--- src/rtl/itof_rm_pipe.sv ---
// rtl/itof_rm_pipe.sv - signed/unsigned integer to binary32 converter, 3-stage pipeline
// Per-operation rounding mode, inexact flag and sideband tag; full valid/ready backpressure.
module itof_rm_pipe #(
  parameter int INT_W = 32,
  parameter int TAG_W = 4
) (
  input  logic             clk,
  input  logic             rst_n,
  input  logic [INT_W-1:0] in_i,
  input  logic             in_signed,
  input  logic [2:0]       in_rm,
  input  logic [TAG_W-1:0] in_tag,
  input  logic             input_valid,
  output logic             input_ready,
  output logic [31:0]      out_f,
  output logic             out_inexact,
  output logic [TAG_W-1:0] out_tag,
  output logic             out_valid,
  input  logic             out_ready
);
  localparam int M  = INT_W + 1;
  localparam int IW = $clog2(M);
  localparam int N  = M + 26;

  logic adv;
  assign adv         = !out_valid || out_ready;
  assign input_ready = adv;

  // One extra magnitude bit so that the most negative signed operand negates cleanly.
  logic         neg;
  logic [M-1:0] ext;
  logic [M-1:0] mag;
  assign neg = in_signed & in_i[INT_W-1];
  assign ext = {neg, in_i};
  assign mag = neg ? (~ext + M'(1)) : ext;

  logic             s1_valid;
  logic             s1_sign;
  logic [M-1:0]     s1_mag;
  logic [2:0]       s1_rm;
  logic [TAG_W-1:0] s1_tag;

  logic [IW-1:0] lead;
  logic [IW-1:0] shamt;
  always_comb begin
    lead = '0;
    for (int i = 0; i < M; i++) begin
      if (s1_mag[i]) lead = IW'(i);
    end
  end
  assign shamt = IW'(M - 1) - lead;

  logic             s2_valid;
  logic             s2_sign;
  logic [M-1:0]     s2_norm;
  logic [7:0]       s2_exp;
  logic [2:0]       s2_rm;
  logic [TAG_W-1:0] s2_tag;

  // Zero padding below the normalised value keeps guard/sticky defined for narrow INT_W.
  logic [N-1:0] wide;
  logic         hidden;
  logic         lsb;
  logic         guard;
  logic         sticky;
  logic         inexact;
  logic         inc;
  logic [23:0]  fsum;
  logic [7:0]   exp_r;
  assign wide    = {s2_norm, 26'd0};
  assign hidden  = wide[N-1];
  assign lsb     = wide[N-24];
  assign guard   = wide[N-25];
  assign sticky  = |wide[N-26:0];
  assign inexact = guard | sticky;

  always_comb begin
    inc = 1'b0;
    case (s2_rm)
      3'd1:    inc = 1'b0;
      3'd2:    inc = inexact & s2_sign;
      3'd3:    inc = inexact & !s2_sign;
      3'd4:    inc = guard;
      default: inc = guard & (sticky | lsb);
    endcase
  end

  // A carry out of the fraction means the significand rolled over to 1.0 of the next binade.
  assign fsum  = {1'b0, wide[N-2 -: 23]} + 24'(inc);
  assign exp_r = fsum[23] ? s2_exp + 8'd1 : s2_exp;

  always_ff @(posedge clk or negedge rst_n) begin
    if (!rst_n) begin
      s1_valid    <= 1'b0;
      s1_sign     <= 1'b0;
      s1_mag      <= '0;
      s1_rm       <= 3'd0;
      s1_tag      <= '0;
      s2_valid    <= 1'b0;
      s2_sign     <= 1'b0;
      s2_norm     <= '0;
      s2_exp      <= 8'd0;
      s2_rm       <= 3'd0;
      s2_tag      <= '0;
      out_valid   <= 1'b0;
      out_f       <= 32'd0;
      out_inexact <= 1'b0;
      out_tag     <= '0;
    end else if (adv) begin
      s1_valid    <= input_valid;
      s1_sign     <= neg;
      s1_mag      <= mag;
      s1_rm       <= in_rm;
      s1_tag      <= in_tag;
      s2_valid    <= s1_valid;
      s2_sign     <= s1_sign;
      s2_norm     <= s1_mag << shamt;
      s2_exp      <= 8'd127 + 8'(lead);
      s2_rm       <= s1_rm;
      s2_tag      <= s1_tag;
      out_valid   <= s2_valid;
      out_f       <= hidden ? {s2_sign, exp_r, fsum[22:0]} : 32'd0;
      out_inexact <= hidden & inexact;
      out_tag     <= s2_tag;
    end
  end
endmodule

--- config.mk ---
export PLATFORM = sky130hd
export DESIGN_NAME = itof_rm_pipe
export DESIGN_NICKNAME = d
export VERILOG_FILES = /design/src/rtl/itof_rm_pipe.sv
export SDC_FILE = /design/constraint.sdc
export NUM_CORES = 1
export LEC_CHECK = 0
export BUFFER_PORTS_ARGS = -buffer_cell sky130_fd_sc_hd__buf_2
export CORE_UTILIZATION = 60
export DETAILED_ROUTE_END_ITERATION = 16
export PLACE_DENSITY = 0.81
export SYNTH_ARGS = -nofsm -noshare
export SYNTH_HDL_FRONTEND = slang
export SYNTH_SLANG_ARGS = --single-unit
--- constraint.sdc ---
create_clock -name clk -period 4.4 [get_ports clk]
set_input_delay 0.88 -clock clk [delete_from_list [all_inputs] [get_ports clk]]
set_output_delay 0.88 -clock clk [all_outputs]
set_load 0.05 [all_outputs]
# After elaboration in Yosys (flattened, before gate mapping)

Index checks and enable logic that the tools add are counted.

Word-level logic and storage cells: 73
Output and inout port bits: 39
Bits of input ports: 44
Register bits: 130

Reduce and logical (&&, ||, !) cells: 4
Add/subtract/negate cells: 5
Muxes and demuxes: 36
Shift-type cells: 1
Bitwise logic cells: 8
Equal/unequal tests: 4

Operators by type and width:

| kind                    | number |
|---|---|
| $mux W6                 | 30 |
| $add A33 B1 Y33 const B | 1 |
| $mux W33                | 1 |
| $not A33 Y33            | 1 |
| $shl A33 B6 Y33         | 1 |
| $mux W32                | 1 |
| $add A23 B1 Y24         | 1 |
| $add A7 B6 Y8 const A   | 1 |
| $add A8 B1 Y8 const B   | 1 |
| $mux W8                 | 1 |
| $reduce_or A8 Y1        | 1 |
| $eq A3 B2 Y1 const B    | 2 |
| $sub A6 B6 Y6 const A   | 1 |
| $and A1 B1 Y1           | 5 |
| $pmux W1 S4             | 1 |
| $eq A3 B1 Y1 const B    | 1 |
| $eq A3 B3 Y1 const B    | 1 |
| $logic_not A1 Y1        | 2 |
| $mux W2                 | 1 |
| $or A1 B1 Y1            | 2 |
| $logic_or A1 B1 Y1      | 1 |
| $mux W1                 | 1 |

# Logic depth before layout (Yosys ltp)

Gate-level depths: netlist of run 1.

Depth in word-level cells: 34
Mapped depth: 18
Depth with buffers taken out: 13

# Worst setup path after synthesis of run 1

Ideal clock, no wire load.

Path type: reg2reg
Start: register s1_mag[16]
End: register s2_norm[31]
Data arrival time: 3.794 ns
Path slack: 0.466 ns
Data required time: 4.261 ns
Library setup time: 0.139 ns
Path buffers: 6
Period minus slack after synthesis: 3.934 ns
Cell stages (with the launch flop): 17
Cells stage by stage: dfrtp_1 > buf_4 > inv_1 > a2111oi_0 > nand4_1 > o211ai_4 > buf_6 > buf_6 > ha_1 > clkbuf_1 > inv_1 > buf_1 > buf_1 > mux2i_1 > a211o_1 > o211ai_1 > o221ai_1

Word-level cells in the longest chain between the ends: 19

RTL lines:

| what                     | RTL line | text |
|---|---|---|
| start: declaration       | 39       | `logic [M-1:0] s1_mag;` |
| start signal: assignment | 112      | `s1_mag <= mag;` |
| $mux W6 (17 in a row)    | 48       | `if (s1_mag[i]) lead = IW'(i);` |
| $sub A6 B6 Y6            | 51       | `assign shamt = IW'(M - 1) - lead;` |
| $shl A33 B6 Y33 (*)      | 117      | `s2_norm <= s1_mag << shamt;` |
| end signal: assignment   | 117      |  |
| end: declaration         | 55       | `logic [M-1:0] s2_norm;` |

Every way passes the cells marked *; elsewhere a longest branch is shown, timed or not.
A chain may end at the register's enable or synchronous reset.

# Worst setup path after layout of run 1

Start: register s1_mag[24]
End: register s2_norm[25]

Word-level cells in the longest chain between the ends: 11

RTL lines:

| what                 | RTL line |
|---|---|
| $mux W6 (9 in a row) | 48 |
| $sub A6 B6 Y6        | 51 |
| $shl A33 B6 Y33 (*)  | 117 |

Marks and branches as above.

==> impl_metrics.yaml, run 1 <==
critical_path:
  worst_r2r_endpoint: "s2_norm[25]$_DFFE_PN0P_"
  timing.critical_path.to: "s2_norm[25]$_DFFE_PN0P_"
  critical_path_arrival_ns: 4.01
  worstSetupStartpoint: "s1_mag[24]$_DFFE_PN0P_"
  worstPathRequired_ns: 4.77
  crit_type: "flop to flop"
  end_kind: "flop"
  reg2reg_from: "s1_mag[24]$_DFFE_PN0P_"
  reg2reg_slack_ns: 0.77
  startpoint_type: "flop"
  cp_max_fanout: 17
  timing.reg2reg.worst_path_depth: 12
worst_hold_path:
  hold_class: "flop to flop"
place:
  post_dp_hpwl_mm: 14.00
  gp_congestion: 0.9248
  port_buffers: 82
floorplanning:
  core_um2: 13300
  die_width_um: 119.0
  start_util_pct: 61.74
  overall_die_height_um: 119.0
  die-area_um2: 14150
  ioPinCount: 83
  rows: 42
synth:
  netlist_instances: 935
  synthFlopType: "dfrtp_1"
  synth.top_cell.area_share_pct: 39.63
  synthesis.area_um2: 8208
  edff_count_synth: 0
  yosysTopAreaCell: "dfrtp_1"
  synth-compound-area-share_pct: 16.77
  ys_async_sr_fraction_pct: 100.0
  postSynthAreaPerCell_um2: 8.778
  synth_mux_area_share_pct: 11.39
  synth_area_leaders: "dfrtp_1, nand2_1, mux2i_1"
  synthesis.nets: 984
  synth_top_family_by_area: "simple AND/OR/NAND/NOR gates"
  ys_types: 74
  ys.warnings.count: 0
  synthAdderAreaFrac_pct: 0.7622
  synth_seq_area_share_pct: 39.63
  synth-simple-area-share_pct: 20.09
  synth_xor_area_share_pct: 6.402
  flops_latches_synth: 130
global_route:
  grt_start_max_net_pins: 157
  grt_overflow: 0
  groute.usage.overall_pct: 30.26
  grt_antenna_before_repair: 0
  wire_length_of_the_first_global_routing_pass_mm: 33.89
  via_count_of_the_first_global_routing_pass: 6966
cts:
  clock_latency_ns: 0.43
  post_cts.resized_instances: 0
  number_of_setup_buffers_added_after_cts: 0
  clock_path_buffers: 2
  cts_tree: "done"
  clock_pin_transition_on_the_worst_setup_and_hold_timing_paths_ns: 0.06
  htree_levels: 4
  clkSinkCount: 130
  hold_buffers: 0
  tritoncts.num_buffers: 17
  cts_root_buffer: "clkbuf_16"
layout:
  layout.filler_cells: 1081
  most_common_library_cell_in_the_layout_ignoring_fill_and_taps: "nand2_1"
  antennaDiodeCount: 0
  finish.utilization_pct: 70.08
  area_growth_pct: 13.52
  post_route_cells_drive_above_1_share_pct: 15.82
  multi_input_area_um2: 4571
  seq_area_um2: 3253
  nets: 1035
  top_library_cells_by_usage_in_the_layout_fill_and_taps_aside: "nand2_1, dfrtp_1, buf_2"
power_and_ir_drop:
  power.static_leakage_nw: 4.206
  p_comb_share_pct: 49.6
  pwr-share-clk_pct: 21.1
  power_density_nw_per_um2: 780.4
  internal-power_mw: 3.947
  max-vdd-ir-drop_mv: 0.4208
  seq_power_share_pct: 29.3
  p_sw_mw: 3.324
  switching_fraction_of_total_power_pct: 45.71
timing:
  tns_ns: 0
  final.period_utilization_pct: 82.57
  hold_viol: 0
  setup-violations-final: 0
  grt_setup_unrepaired: "false"
  clock.fmax_ghz: 0.2753
  slew_viol_final: 0
  fin_worst_skew_ns: 0.009996
  period_minus_slack_ns: 3.633
  relSlewSlack_pct: 29.89
  tightest_slew_ns: 1.044
routing:
  wire_per_inst_um: 16.95
  num_vias: 7126
  dr_drc_count: 0
  wl_mm: 19.91
  via_per_inst: 6.065
  ant_nets: 0
  first_pass_iters: 5
  drt_iter0_drc: 554
job:
  maxCapViolations: 0
run_status:
  outcome: "finished clean"
-- worst min-delay path by stage --
stage,start,endpoint,slack (ns),cells past startpoint
final,s2_valid$_DFFE_PN0P_,out_valid$_DFFE_PN0P_,0.46,1
after global routing,s1_sign$_DFFE_PN0P_,s2_sign$_DFFE_PN0P_,0.49,2
after CTS,s2_valid$_DFFE_PN0P_,out_valid$_DFFE_PN0P_,0.46,1
after detailed placement,s2_valid$_DFFE_PN0P_,out_valid$_DFFE_PN0P_,0.45,1
after global placement,s2_valid$_DFFE_PN0P_,s2_valid$_DFFE_PN0P_,0.44,2
after floorplan,s2_valid$_DFFE_PN0P_,s2_valid$_DFFE_PN0P_,0.43,2
-- cells in the mapped netlist (5+ instances only) --
| library cell | instances |
|---|---|
| mux4_2 | 7 |
| nand2_1 | 185 |
| nand4_1 | 13 |
| dfrtp_1 | 130 |
| buf_2 | 8 |
| clkbuf_1 | 38 |
| nand3_1 | 23 |
| a211oi_1 | 5 |
| and2_1 | 7 |
| nor3_1 | 16 |
| nor2b_1 | 5 |
| a221o_1 | 7 |
| o31ai_1 | 15 |
| xnor2_1 | 32 |
| buf_1 | 9 |
| inv_1 | 26 |
| and3_1 | 6 |
| o211ai_1 | 6 |
| ha_1 | 5 |
| mux2_2 | 8 |
| a31oi_1 | 7 |
| a21oi_1 | 41 |
| a32o_1 | 5 |
| mux2i_1 | 66 |
| xor2_1 | 28 |
| nor4_1 | 13 |
| nor2_1 | 61 |
| a22o_1 | 5 |
| o21ai_0 | 79 |
| nand2b_1 | 6 |
-- final cells by class --
class	count	share of cell area, %
clock buffers	18	4.713
clock inverters	14	2.162
inverters	26	1.047
multi-input cells	716	49.05
flip-flops and latches	130	34.91
well taps	176	2.363
repair buffers	95	5.747
-- power groups by stage --
| stage | Clock, mW | Combinational (mW) | Sequential, mW |
|---|---|---|---|
| after floorplan | 0 | 2.34 | 2.47 |
| after global placement | 0 | 3.50 | 2.11 |
| after detailed placement | 0 | 3.55 | 2.13 |
| after CTS | 1.55 | 3.58 | 2.12 |
| after global routing | 1.60 | 3.90 | 2.19 |
| final | 1.53 | 3.61 | 2.13 |
-- stage by stage --
| stage | area [µm²] | hold WS (ns) | power [mW] | setup WS (ns) | cells |
|---|---|---|---|---|---|
| after floorplan | 8208 | 0.4300 | 4.806 | 0.4664 | 935 |
| after global placement | 8677 | 0.4431 | 5.602 | 0.9564 | 1143 |
| after detailed placement | 8677 | 0.4509 | 5.685 | 0.8631 | 1143 |
| after CTS | 9318 | 0.4648 | 7.246 | 0.8458 | 1175 |
| after global routing | 9318 | 0.4870 | 7.697 | 0.5996 | 1175 |
| final | 9318 | 0.4614 | 7.271 | 0.7670 | 1175 |
-- critical path, cell delays in order, from the launching register on --
cell and delay (ns):
dfrtp_1 0.47, or4_1 0.55, a211o_1 0.25, o22ai_2 0.24, inv_1 0.07, ha_1 0.27, inv_1 0.13, o21ai_1 0.09
buf_4 0.20, nor3_1 0.85, nand4_1 0.20, o31ai_1 0.12, a221o_1 0.14
-- kinds of logic (layout without fill, tap and decap cells) --
group                      after synthesis  in the layout
AOI/OAI and AO/OA                      211            211
DFF                                    130            130
buffers and inverters                   89            153
adders and majority gates                5              5
and+or+nand+nor                        358            358
xor gates and xnor gates                60             60
muxes                                   82             82
-- flip-flops by register name, summed over array words and instances, names as in the netlist, 3 cells and up --
| name | flops |
|---|---|
| s1_mag | 33 |
| s2_norm | 33 |
| out_f | 32 |
| s2_exp | 8 |
| out_tag | 4 |
| s1_tag | 4 |
| s2_tag | 4 |
| s1_rm | 3 |
| s2_rm | 3 |
-- metal layers --
metal | vias to the layer above | track usage, % | wire length [µm]
met5 | - | 0 | 0
met3 | 55 | 5.460 | 1057
li1 | 3425 | - | -
met2 | 275 | 49.74 | 9652
met4 | 0 | 15.66 | 648
met1 | 3371 | 38.22 | 8555
No activity file was read; power rests on OpenSTA's default activity.
==> run 2: changes to the inputs <==
clock period = 3.5 ns   (was 4.4 ns; I/O delays follow)
==> run 2 against run 1 <==
Effect of this change: clock skew down 0.0026 ns; sequential cell count unchanged; via count up 1.3%; largest power group unchanged.
==> impl_metrics.yaml, run 2 (same netlist as run 1, synthesis figures left out) <==
cts:
  htree_levels: 4
  clkSinkCount: 130
  clock_latency_ns: 0.43
  number_of_setup_buffers_added_after_cts: 0
  clock_pin_transition_on_the_worst_setup_and_hold_timing_paths_ns: 0.06
  cts_root_buffer: "clkbuf_16"
  tritoncts.num_buffers: 17
  cts_tree: "done"
  clock_path_buffers: 2
worst_hold_path:
  hold_class: "primary input to async pin"
place:
  gp_congestion: 0.9334
  port_buffers: 82
  post_dp_hpwl_mm: 14.56
global_route:
  grt_overflow: 0
  groute.usage.overall_pct: 30.51
  grt_antenna_before_repair: 0
  grt_start_max_net_pins: 68
  wire_length_of_the_first_global_routing_pass_mm: 34.13
  via_count_of_the_first_global_routing_pass: 6926
timing:
  hold_viol: 0
  relSlewSlack_pct: 52.86
  fin_worst_hold_slack_ns: 0.3302
  final.period_utilization_pct: 96.53
  setup-violations-final: 0
  period_minus_slack_ns: 3.378
  slew_viol_final: 0
  grt_setup_unrepaired: "true"
  clock.fmax_ghz: 0.2960
  fin_worst_skew_ns: 0.007365
  tightest_slew_ns: 0.7071
layout:
  post_route_cells_drive_above_1_share_pct: 17.32
  most_common_library_cell_in_the_layout_ignoring_fill_and_taps: "nand2_1"
  layout.filler_cells: 1016
  nets: 1053
  top_library_cells_by_usage_in_the_layout_fill_and_taps_aside: "nand2_1, dfrtp_1, buf_2"
  area_growth_pct: 16.10
  antennaDiodeCount: 0
  reg_top3: "s1_mag: 33 flops, s2_norm: 33 flops, out_f: 32 flops"
routing:
  drt_iter0_drc: 546
  wire_per_inst_um: 17.08
  num_vias: 7221
  ant_nets: 0
  wl_mm: 20.36
  first_pass_iters: 5
  via_per_inst: 6.058
  dr_drc_count: 0
floorplanning:
  ioPinCount: 83
  start_util_pct: 61.74
  die_width_um: 119.0
  rows: 42
  die-area_um2: 14150
  overall_die_height_um: 119.0
  core_um2: 13300
critical_path:
  cp_max_fanout: 9
  end_kind: "flop"
  startpoint_type: "flop"
  worstPathRequired_ns: 3.81
  crit_type: "flop to flop"
  critical_path_arrival_ns: 3.69
power_and_ir_drop:
  power.static_leakage_nw: 4.321
  max-vdd-ir-drop_mv: 0.4725
  power_density_nw_per_um2: 993.5
  design_power_total_mw: 9.467
job:
  maxCapViolations: 0
run_status:
  outcome: "finished clean"
[run 2: cell types whose count changed in the layout (fill, tap and decap cells not counted), sizes merged]
cell,delta
inv,-1
bufinv,+2
clkinvlp,+1
clkbuf,+1
clkinv,-4
buf,+18
[run 2: final timing paths]
check,startpoint,to,slack (ns),cells after the start
setup / recovery,s1_mag[29]$_DFFE_PN0P_,s2_norm[28]$_DFFE_PN0P_,0.12,10
hold / removal,rst_n,out_f[30]$_DFFE_PN0P_,0.33,1
setup reg to reg,s1_mag[29]$_DFFE_PN0P_,s2_norm[28]$_DFFE_PN0P_,0.12,10
hold reg to reg,out_tag[3]$_DFFE_PN0P_,out_tag[3]$_DFFE_PN0P_,0.46,2
max in group asynchronous,rst_n,out_f[3]$_DFFE_PN0P_,2.36,2
min in group clk,out_tag[3]$_DFFE_PN0P_,out_tag[3]$_DFFE_PN0P_,0.46,2
[run 2: worst max-delay path, cell delays in order (launching register included)]
cell and delay, ns:
dfrtp_1 0.47, or4_1 0.43, a211o_1 0.26, o22ai_2 0.25, inv_1 0.08, ha_1 0.35
inv_1 0.13, mux4_2 0.53, a21oi_2 0.26, mux2i_1 0.16, a221o_1 0.34
[run 2: area by class of cell]
cell class	count	area [µm²]	share of cell area (%)
Clock inverter	12	226.5	2.377
Sequential cell	130	3253	34.14
Tap cell	176	220.2	2.311
Timing Repair Buffer	113	695.7	7.300
Inverter	26	97.59	1.024
Clock buffer	19	442.9	4.648
Multi-Input combinational cell	716	4593	48.20
[run 2: metal layers]
| metal | wire length [µm] | vias to the layer above | global-route usage (%) |
|---|---|---|---|
| met2 | 9885 | 242 | 50.66 |
| met3 | 1001 | 48 | 5.747 |
| met5 | 0 | - | 0 |
| li1 | - | 3470 | - |
| met4 | 633 | 0 | 12.90 |
| met1 | 8841 | 3461 | 39.11 |
[run 2: timing repair]
action | 4_1_cts | 5_1_grt
resized for setup | 1 | 7
pin swaps | 0 | 0
hold buffers | 0 | 0
endpoints found under the hold margin | 0 | 0
endpoints found under the setup margin | 1 | 12
[run 2: power by group]
part,internal (mW),switching [mW]
clock,1.35,0.670
combinational,1.82,2.96
sequential,2.07,0.596
[run 2: stage by stage]
step | utilization (%) | area [µm²] | setup WS (ns) | cells | setup TNS [ns]
floorplan | - | 8219 | -0.01690 | 935 | -0.03146
global placement | 66.40 | 8828 | 0.1278 | 1161 | 0
detailed placement | 66.40 | 8828 | 0.005263 | 1161 | 0
CTS | 71.47 | 9502 | 0.1004 | 1192 | 0
global route | 71.67 | 9529 | -0.001604 | 1192 | -0.001604
finish | 71.67 | 9529 | 0.1216 | 1192 | 0
==> run 3: changes to the inputs <==
CORE_UTILIZATION = 55   (was 60)
PLACE_DENSITY = 0.75   (was 0.81)
==> run 3 against run 2 <==
Effect of this change: highest routed layer unchanged; non-clock buffer count grew 11; global-route usage shrank 1.5 points; sequential cell count stayed put; critical path depth stayed put; register-to-register slack lost 0.02 ns; clock skew about the same; cell count is 1.7% higher; sequential share of layout area decreased by 0.16 points; first-iteration DRC count shrank 14%; utilization shrank 5.8 points; worst setup slack worse by 0.017 ns; critical endpoint unchanged; clock power is 12% lower.
==> impl_metrics.yaml, run 3 (same netlist as run 1, synthesis figures left out) <==
run_status:
  outcome: "finished clean"
place:
  post_dp_hpwl_mm: 14.86
  port_buffers: 82
  dp_cells: 1180
  gp_congestion: 0.9158
routing:
  via_per_inst: 5.835
  wire_per_inst_um: 16.73
  num_vias: 7072
  wl_mm: 20.28
  drt_iter0_drc: 470
  first_pass_iters: 5
  ant_nets: 0
  dr_drc_count: 0
cts:
  clock_pin_transition_on_the_worst_setup_and_hold_timing_paths_ns: 0.06
  tritoncts.num_buffers: 17
  clock_latency_ns: 0.43
  hold_buffers: 0
  cts_root_buffer: "clkbuf_16"
  clkSinkCount: 130
  number_of_setup_buffers_added_after_cts: 0
  cts_tree: "done"
  clock_path_buffers: 2
  htree_levels: 4
timing:
  slew_viol_final: 0
  clock.fmax_ghz: 0.2945
  setup-violations-final: 0
  tightest_slew_ns: 0.7290
  fin_worst_skew_ns: 0.007565
  relSlewSlack_pct: 50.95
  hold_viol: 0
  fin_worst_hold_slack_ns: 0.2866
  final.period_utilization_pct: 97.01
  period_minus_slack_ns: 3.395
critical_path:
  cp_max_fanout: 24
  worstPathRequired_ns: 3.81
  critical_path_arrival_ns: 3.71
  startpoint_type: "flop"
  end_kind: "flop"
  crit_type: "flop to flop"
job:
  maxCapViolations: 0
global_route:
  wire_length_of_the_first_global_routing_pass_mm: 34.04
  via_count_of_the_first_global_routing_pass: 6716
  grt_overflow: 0
  grt_antenna_before_repair: 0
  groute.usage.overall_pct: 28.97
  grt_start_max_net_pins: 72
floorplanning:
  die_width_um: 124.2
  ioPinCount: 83
  rows: 44
  start_util_pct: 56.47
  overall_die_height_um: 124.2
  core_um2: 14530
  die-area_um2: 15420
layout:
  layout.filler_cells: 1274
  area_growth_pct: 16.63
  top_library_cells_by_usage_in_the_layout_fill_and_taps_aside: "nand2_1, dfrtp_1, buf_2"
  post_route_cells_drive_above_1_share_pct: 18.77
  final_cell_count_no_fill: 1212
  antennaDiodeCount: 0
  most_common_library_cell_in_the_layout_ignoring_fill_and_taps: "nand2_1"
  nets: 1064
  reg_top3: "s1_mag: 33 flops, s2_norm: 33 flops, out_f: 32 flops"
power_and_ir_drop:
  power.static_leakage_nw: 4.348
  max-vdd-ir-drop_mv: 0.5358
  design_power_total_mw: 9.299
  power_density_nw_per_um2: 971.4
worst_hold_path:
  hold_class: "primary input to async pin"
[run 3: what timing repair did]
| action | CTS | global route |
|---|---|---|
| hold endpoints to repair | 0 | 0 |
| pin swaps | 0 | 0 |
| endpoints found under the setup margin | 2 | 9 |
| gates resized for setup | 2 | 12 |
[run 3: worst paths after layout]
check                                           to              startpoint  slack [ns]  depth (start not counted)
setup / recovery           s2_norm[28]$_DFFE_PN0P_  s1_mag[24]$_DFFE_PN0P_        0.10                         10
hold / removal               out_f[30]$_DFFE_PN0P_                   rst_n        0.29                          1
setup reg to reg           s2_norm[28]$_DFFE_PN0P_  s1_mag[24]$_DFFE_PN0P_        0.10                         10
hold reg to reg             out_tag[3]$_DFFE_PN0P_  out_tag[3]$_DFFE_PN0P_        0.46                          2
max in group asynchronous   s1_mag[20]$_DFFE_PN0P_                   rst_n        2.38                          2
min in group clk            out_tag[3]$_DFFE_PN0P_  out_tag[3]$_DFFE_PN0P_        0.46                          2
[run 3: power breakdown]
group | internal [mW] | total, mW | leakage, nW | switching [mW]
sequential | 2.07 | 2.63 | 1.60 | 0.564
clock | 1.07 | 1.78 | 0.289 | 0.709
combinational | 1.89 | 4.88 | 2.46 | 3.00
total | 5.03 | 9.30 | 4.35 | 4.27
[run 3: area by class of cell]
| type | instances | area (µm²) | share of cell area, % |
|---|---|---|---|
| well taps | 184 | 230.2 | 2.405 |
| repair buffers | 124 | 782.0 | 8.169 |
| clock buffers | 18 | 439.2 | 4.588 |
| inverters | 26 | 97.59 | 1.019 |
| clock inverters | 14 | 153.9 | 1.608 |
| flip-flops and latches | 130 | 3253 | 33.98 |
| multi-input cells | 716 | 4617 | 48.23 |
[run 3: worst max-delay path, cell delays in order (launching register included)]
cell     delay (ns)
dfrtp_1        0.42
or4_1          0.54
a211o_1        0.29
o22ai_4        0.20
inv_1          0.07
ha_1           0.34
buf_12         0.19
mux4_2         0.57
mux2i_1        0.21
mux2i_1        0.12
a221o_1        0.32
[run 3: metal layers]
layer  wire (µm)  global-route usage (%)
met5           0                       0
met4         483                   12.20
met3         780                   5.495
met2        9810                   46.82
met1        9203                   37.93
[run 3: per-stage QoR]
| step | TNS (ns) | utilization [%] | setup WS (ns) | area [µm²] |
|---|---|---|---|---|
| floorplan | -0.03146 | - | -0.01690 | 8219 |
| global placement | 0 | 61.38 | 0.08515 | 8921 |
| detailed placement | 0 | 61.38 | 0.05239 | 8921 |
| CTS | 0 | 65.56 | 0.07672 | 9529 |
| global route | -0.001156 | 65.87 | -0.001156 | 9573 |
| finish | 0 | 65.87 | 0.1048 | 9573 |
